[src/rtl/segdisp_pkg.sv]
// Shared constants and helpers for the seven-segment scan display.
// Segment patterns are active-low, bit order {g,f,e,d,c,b,a}.
package segdisp_pkg;

  localparam logic [6:0] SEG_OFF = 7'b1111111;

  localparam logic [6:0] SEG_TABLE [16] = '{
    7'b1000000, 7'b1111001, 7'b0100100, 7'b0110000,
    7'b0011001, 7'b0010010, 7'b0000010, 7'b1111000,
    7'b0000000, 7'b0010000, 7'b0001000, 7'b0000011,
    7'b1000110, 7'b0100001, 7'b0000110, 7'b0001110
  };

  // Bits needed to count 0..n-1, never less than one.
  function automatic int cnt_width(input int n);
    return (n <= 2) ? 1 : $clog2(n);
  endfunction

  function automatic logic [6:0] hex_to_seg(input logic [3:0] nibble);
    return SEG_TABLE[nibble];
  endfunction

endpackage

[src/rtl/seg_scan_prescaler.sv]
// Slot prescaler for multiplexed scanners: emits tick once per REFRESH_DIV
// cycles, steps a digit index and flags the wrap to digit 0 as frame_start.
module seg_scan_prescaler
  import segdisp_pkg::*;
#(
  parameter int REFRESH_DIV = 32768,
  parameter int DIGITS      = 8,
  localparam int CW         = cnt_width(REFRESH_DIV),
  localparam int IW         = cnt_width(DIGITS)
) (
  input  logic          clk,
  input  logic          reset,
  output logic          tick,
  output logic          frame_start,
  output logic [IW-1:0] idx_next
);

  localparam logic [CW-1:0] CNT_LAST = CW'(REFRESH_DIV - 1);
  localparam logic [IW-1:0] IDX_LAST = IW'(DIGITS - 1);

  logic [CW-1:0] count;
  logic [IW-1:0] idx;

  assign tick        = (count == CNT_LAST);
  assign frame_start = tick && (idx == IDX_LAST);
  assign idx_next    = (idx == IDX_LAST) ? '0 : idx + 1'b1;

  // Index rests on the last digit so the first tick lands on digit 0.
  always_ff @(posedge clk or negedge reset) begin
    if (!reset) begin
      count <= '0;
      idx   <= IDX_LAST;
    end else begin
      count <= tick ? '0 : count + 1'b1;
      if (tick) idx <= idx_next;
    end
  end

endmodule

[src/rtl/seg_scan_display.sv]
// Multiplexed seven-segment driver with event-word hold, dp and blank masks.
// Optional leading-zero suppression is compiled in with SEGDISP_LZS_EN.
module seg_scan_display
  import segdisp_pkg::*;
#(
  parameter int DIGITS         = 8,
  parameter int REFRESH_DIV    = 32768,
  parameter int HOLD_FRAMES    = 64,
  parameter int SEG_ACTIVE_LOW = 1,
  localparam int W             = 4 * DIGITS,
  localparam int IW            = cnt_width(DIGITS),
  localparam int HW            = cnt_width(HOLD_FRAMES + 1)
) (
  input  logic              clk,
  input  logic              reset,
  input  logic [W-1:0]      live_data,
  input  logic              evt_valid,
  input  logic [W-1:0]      evt_data,
  input  logic [DIGITS-1:0] dp_mask,
  input  logic [DIGITS-1:0] blank_mask,
  output logic [6:0]        seg,
  output logic              dp,
  output logic [DIGITS-1:0] an,
  output logic              hold_active
);

  // Idle levels; XOR with an active-high value yields the pin level.
  localparam logic              POL_LOW = (SEG_ACTIVE_LOW != 0);
  localparam logic [DIGITS-1:0] AN_OFF  = {DIGITS{POL_LOW}};
  localparam logic [6:0]        SEG_INV = POL_LOW ? 7'b0000000 : 7'b1111111;
  localparam logic [6:0]        SEG_IDL = SEG_OFF ^ SEG_INV;

  logic          tick;
  logic          frame_start;
  logic [IW-1:0] idx_next;

  seg_scan_prescaler #(
    .REFRESH_DIV (REFRESH_DIV),
    .DIGITS      (DIGITS)
  ) u_prescaler (
    .clk         (clk),
    .reset       (reset),
    .tick        (tick),
    .frame_start (frame_start),
    .idx_next    (idx_next)
  );

  logic [W-1:0]      evt_word;
  logic [W-1:0]      snapshot;
  logic [W-1:0]      snap_next;
  logic [HW-1:0]     hold_cnt;
  logic              hold_on;
  logic [DIGITS-1:0] lz_mask;
  logic [3:0]        nib;
  logic              dark;
  logic [DIGITS-1:0] an_on;
  logic              dp_on;

  assign hold_on   = (hold_cnt != '0);
  assign snap_next = frame_start ? (hold_on ? evt_word : live_data) : snapshot;

`ifdef SEGDISP_LZS_EN
  // Digits above the highest nonzero nibble go dark; digit 0 always shows.
  always_comb begin
    logic seen_nz;
    seen_nz = 1'b0;
    lz_mask = '0;
    for (int i = DIGITS - 1; i > 0; i--) begin
      seen_nz    = seen_nz | (snap_next[4*i +: 4] != 4'h0);
      lz_mask[i] = ~seen_nz;
    end
  end
`else
  assign lz_mask = '0;
`endif

  always_comb begin
    nib   = snap_next[{idx_next, 2'b00} +: 4];
    dark  = blank_mask[idx_next] | lz_mask[idx_next];
    an_on = dark ? '0 : (DIGITS'(1) << idx_next);
    dp_on = dp_mask[idx_next] & ~blank_mask[idx_next];
  end

  // evt_valid is a one-cycle strobe with no ready: every asserted cycle
  // captures evt_data and restarts the hold, overriding a pending decrement.
  always_ff @(posedge clk or negedge reset) begin
    if (!reset) begin
      evt_word    <= '0;
      snapshot    <= '0;
      hold_cnt    <= '0;
      hold_active <= 1'b0;
      an          <= AN_OFF;
      seg         <= SEG_IDL;
      dp          <= POL_LOW;
    end else begin
      if (evt_valid) begin
        evt_word <= evt_data;
        hold_cnt <= HW'(HOLD_FRAMES);
      end else if (frame_start && hold_on) begin
        hold_cnt <= hold_cnt - 1'b1;
      end
      if (frame_start) begin
        snapshot    <= snap_next;
        hold_active <= hold_on;
      end
      if (tick) begin
        an  <= AN_OFF ^ an_on;
        seg <= hex_to_seg(nib) ^ SEG_INV;
        dp  <= POL_LOW ^ dp_on;
      end
    end
  end

endmodule

[config.mk]
export PLATFORM = sky130hd
export DESIGN_NAME = seg_scan_display
export DESIGN_NICKNAME = d
export VERILOG_FILES = /design/src/rtl/segdisp_pkg.sv /design/src/rtl/seg_scan_prescaler.sv /design/src/rtl/seg_scan_display.sv
export SDC_FILE = /design/constraint.sdc
export NUM_CORES = 1
export LEC_CHECK = 0
export CELL_PAD_IN_SITES_DETAIL_PLACEMENT = 1
export CELL_PAD_IN_SITES_GLOBAL_PLACEMENT = 1
export CORE_MARGIN = 10
export CORE_UTILIZATION = 44
export CTS_CLUSTER_DIAMETER = 40
export DETAILED_ROUTE_END_ITERATION = 8
export GPL_TIMING_DRIVEN = 0
export PLACE_DENSITY_LB_ADDON = 0.25
export SLEW_MARGIN = 20
export SYNTH_ARGS = -nofsm -noshare
export SYNTH_HDL_FRONTEND = slang
export SYNTH_SLANG_ARGS = --single-unit
[constraint.sdc]
create_clock -name clk -period 8.2 [get_ports clk]
set_input_delay 0.82 -clock clk [delete_from_list [all_inputs] [get_ports clk]]
set_output_delay 0.82 -clock clk [all_outputs]
set_load 0.03 [all_outputs]
==> key figures <==
Critical path
  • Crit. End Element: flop
  • Reg2reg end: seg[3]$_DFFE_PN1N_
  • Worst R2R Setup Slack: 4.04 ns
  • Data required time of the worst path: 8.47 ns
  • WP data arrival: 4.43 ns
  • CP Class: reg -> reg
  • Setup crit end: seg[3]$_DFFE_PN1N_
  • Crit Path Max Fanout: 10
  • CP Launch Type: flop
  • Reg2reg start: u_prescaler.idx[0]$_DFFE_PN1N_
  • Worst Setup SP: u_prescaler.idx[0]$_DFFE_PN1N_
  • R2R cell count: 13

Floorplan
  • Rows: 40
  • Core area: 0.0120 mm²
  • Die area: 0.0169 mm²
  • Die H: 130 µm
  • Ports: 100
  • Starting Density: 44.6%
  • Die width: 130 µm

Synth
  • Ys async rst share: 100%
  • Sequential-to-total area share from yosys stat: 50.2%
  • Syn_nets: 579
  • Post-synth cell types: 54
  • Mapped cell area: 0.00534 mm²
  • Most instantiated library cell after synthesis: dfrtp_1
  • Top post-synthesis cells by area: dfrtp_1, dfstp_2, mux2_2
  • Synth Warn #: 0
  • Post-synth EDFFs: 0
  • Mapped Avg Cell Area: 11.1 µm²
  • Commonest cells in the netlist: dfrtp_1, nor2_1, mux2_2, nand2_1, mux2i_1
  • #FFs+latches synth: 106
  • Mapped Cells: 481
  • Post-synth top area share: 40.8%
  • Most used flip-flop cell after synthesis: dfrtp_1
  • Synth area leader: dfrtp_1

STA
  • Slew @ Worst Pin: 0.892 ns
  • Final setup fails: 0
  • Final critical-path required period: 4.16 ns
  • Period utilization: 50.7%
  • Post-Route Skew: 0.00442 ns
  • RSZ-0062 raised after global routing: no
  • Hold WS: 0.409 ns
  • Sum Neg Setup Slack: 0 ns
  • Max-slew headroom: 40.3%
  • Max-slew violations: 0
  • Max Clk Rate: 240 MHz
  • Final hold violation count: 0

Cells and area
  • Diode count: 0
  • Share of layout cells above drive strength 1: 16.6%
  • Fillers: 1279
  • Area growth from synthesis to layout: 27.9%
  • Area of the multi-input gates: 0.00251 mm²
  • Register area: 0.00268 mm²
  • Final nets: 689

Power
  • Int Power: 0.000847 W
  • Pwr Total: 0.00107 W
  • Leak Pwr: 3.07 nW
  • VDD IR max: 0.000112 V
  • Switching share of power: 21.2%
  • Combinational Power Share: 8.6%
  • P_sw: 0.000227 W
  • Clock share of power: 40.5%
  • Reg power frac: 51.0%
  • Pwr dens: 157 mW/mm²

Place
  • I/O Buffers: 98
  • GP Congestion: 0.864
  • Detail Placement HPWL: 11.4 mm

GRT
  • All-layer global routing usage: 18.7%
  • Largest net degree at the start of global routing: 60
  • First-pass GRT wire length: 24.8 mm
  • Overflow after GRT: 0
  • Vias in the first global route: 4663
  • Initial antenna violation count: 0

Clocking
  • Hold_buf cts: 0
  • Longest Clk Path Bufs: 2
  • TritonCTS clock tree: built
  • # resized after CTS: 0
  • Htree depth: 3
  • Clock transition at path regs: 0.07 ns
  • TritonCTS buffer count: 9
  • Clk Latency, worst-skew pair: 0.34 ns
  • Postcts setup bufs: 0
  • CTS sink count: 106
  • Root buf cell: clkbuf_16

Detailed routing
  • Drt drc: 0
  • ANT nets after route: 0
  • Mean number of vias per cell: 5.52
  • Post-Route WL: 15.2 mm
  • DRT Pass-1 Iters: 4
  • Initial DRC Count: 240
  • DR WL/cell: 20.5 µm
  • Via count: 4093

Outcome
  • Status: finished, final reports clean

Worst hold path
  • Hold crit path type: in -> async

Flow run
  • Max-cap violations: 0
-- power by group through the flow --
stage / Clock, W / Combinational, W / Sequential [W]
after floorplan: 0 / 0.0000313 / 0.000555
after global placement: 0 / 0.0000883 / 0.000557
after detailed placement: 0 / 0.0000929 / 0.000558
after CTS: 0.000444 / 0.0000939 / 0.000548
after global routing: 0.000465 / 0.0000995 / 0.000550
final: 0.000435 / 0.0000919 / 0.000548
-- flip-flops by register name (all words and copies together), names as in the netlist --
name and count:
u_prescaler.count 15, hold_cnt 7, evt_word 32, hold_active 1, u_prescaler.idx 3, an 8, snapshot 32, seg 7
dp 1
-- routing by layer --
layer / track usage [%] / part of all wire, % / vias to the layer above
met5: 0 / 0 / -
met4: 4.63 / 1.3 / 0
met3: 5.27 / 6.1 / 14
met2: 32.5 / 51 / 92
met1: 22.3 / 42 / 2067
li1: - / - / 1920
-- stage by stage --
stage | util, % | instances | cell area, µm² | worst slack, ns
floorplan | - | 481 | 5340 | 4.87
global placement | 54.3 | 726 | 6500 | 2.27
detailed placement | 54.6 | 727 | 6530 | 4.08
CTS | 57.1 | 742 | 6820 | 4.04
global route | 57.1 | 742 | 6820 | 3.77
finish | 57.1 | 742 | 6820 | 4.04
-- critical path, cell delays in order, from the launching register on --
cell and delay, ns:
dfstp_2 0.39, ha_1 0.24, ha_1 0.28, nor2_1 0.71, clkbuf_1 0.55, mux2_2 0.40
o21ai_0 0.20, a221o_1 0.22, nand2_1 0.19, inv_1 0.18, ha_1 0.27, mux2i_1 0.19
mux2i_1 0.11, o21ai_0 0.15
-- kinds of logic after synthesis --
| logic type | after synthesis | share of synthesized area, % |
|---|---|---|
| AO/OA/AOI/OAI | 94 | 11.4 |
| XOR/XNOR | 17 | 2.79 |
| adder cells (fa/ha/maj) | 15 | 3.52 |
| buffers and inverters | 38 | 2.77 |
| flip-flops | 106 | 50.2 |
| multiplexers | 82 | 17.4 |
| AND/OR/NAND/NOR | 129 | 11.9 |
-- worst min-delay path by stage --
stage	slack (ns)	from	to	depth (start not counted)
after floorplan	0.44	snapshot[4]$_DFFE_PN0N_	snapshot[4]$_DFFE_PN0N_	2
after global placement	0.46	snapshot[18]$_DFFE_PN0N_	snapshot[18]$_DFFE_PN0N_	2
after detailed placement	0.47	snapshot[22]$_DFFE_PN0N_	snapshot[22]$_DFFE_PN0N_	2
after CTS	0.42	reset	u_prescaler.count[11]$_DFF_PN0_	1
after global routing	0.43	reset	u_prescaler.count[13]$_DFF_PN0_	1
final	0.41	reset	u_prescaler.count[13]$_DFF_PN0_	1
-- placed cells by master, fill, tap and decap left out, drive strengths merged, types with 3 or more instances in the layout --
cell and instances:
clkdlybuf4s50 97, dfrtp 87, nor2 45, mux2 44, nand2 41, mux2i 34, o21ai 32, clkbuf 30
a21oi 23, dfstp 19, ha 15, inv 13, xor2 11, nor3 9, a31oi 9, buf 9
nand3 8, xnor2 6, nand4 6, and2 4, a2bb2oi 4, mux4 4, o31ai 4, nor2b 4
and3 3, a211oi 3, o21a 3
-- layout make-up --
type                       count  share of cell area (%)
sequential                   106                    39.2
multi-input combinational    337                    36.8
clock inverter                 3                   0.568
tap                          147                    2.70
clock buffer                  12                    3.76
timing repair buffer          99                    14.8
buffer                        25                    1.45
inverter                      13                   0.715
Note: power is estimated with default switching activity, not from simulation.
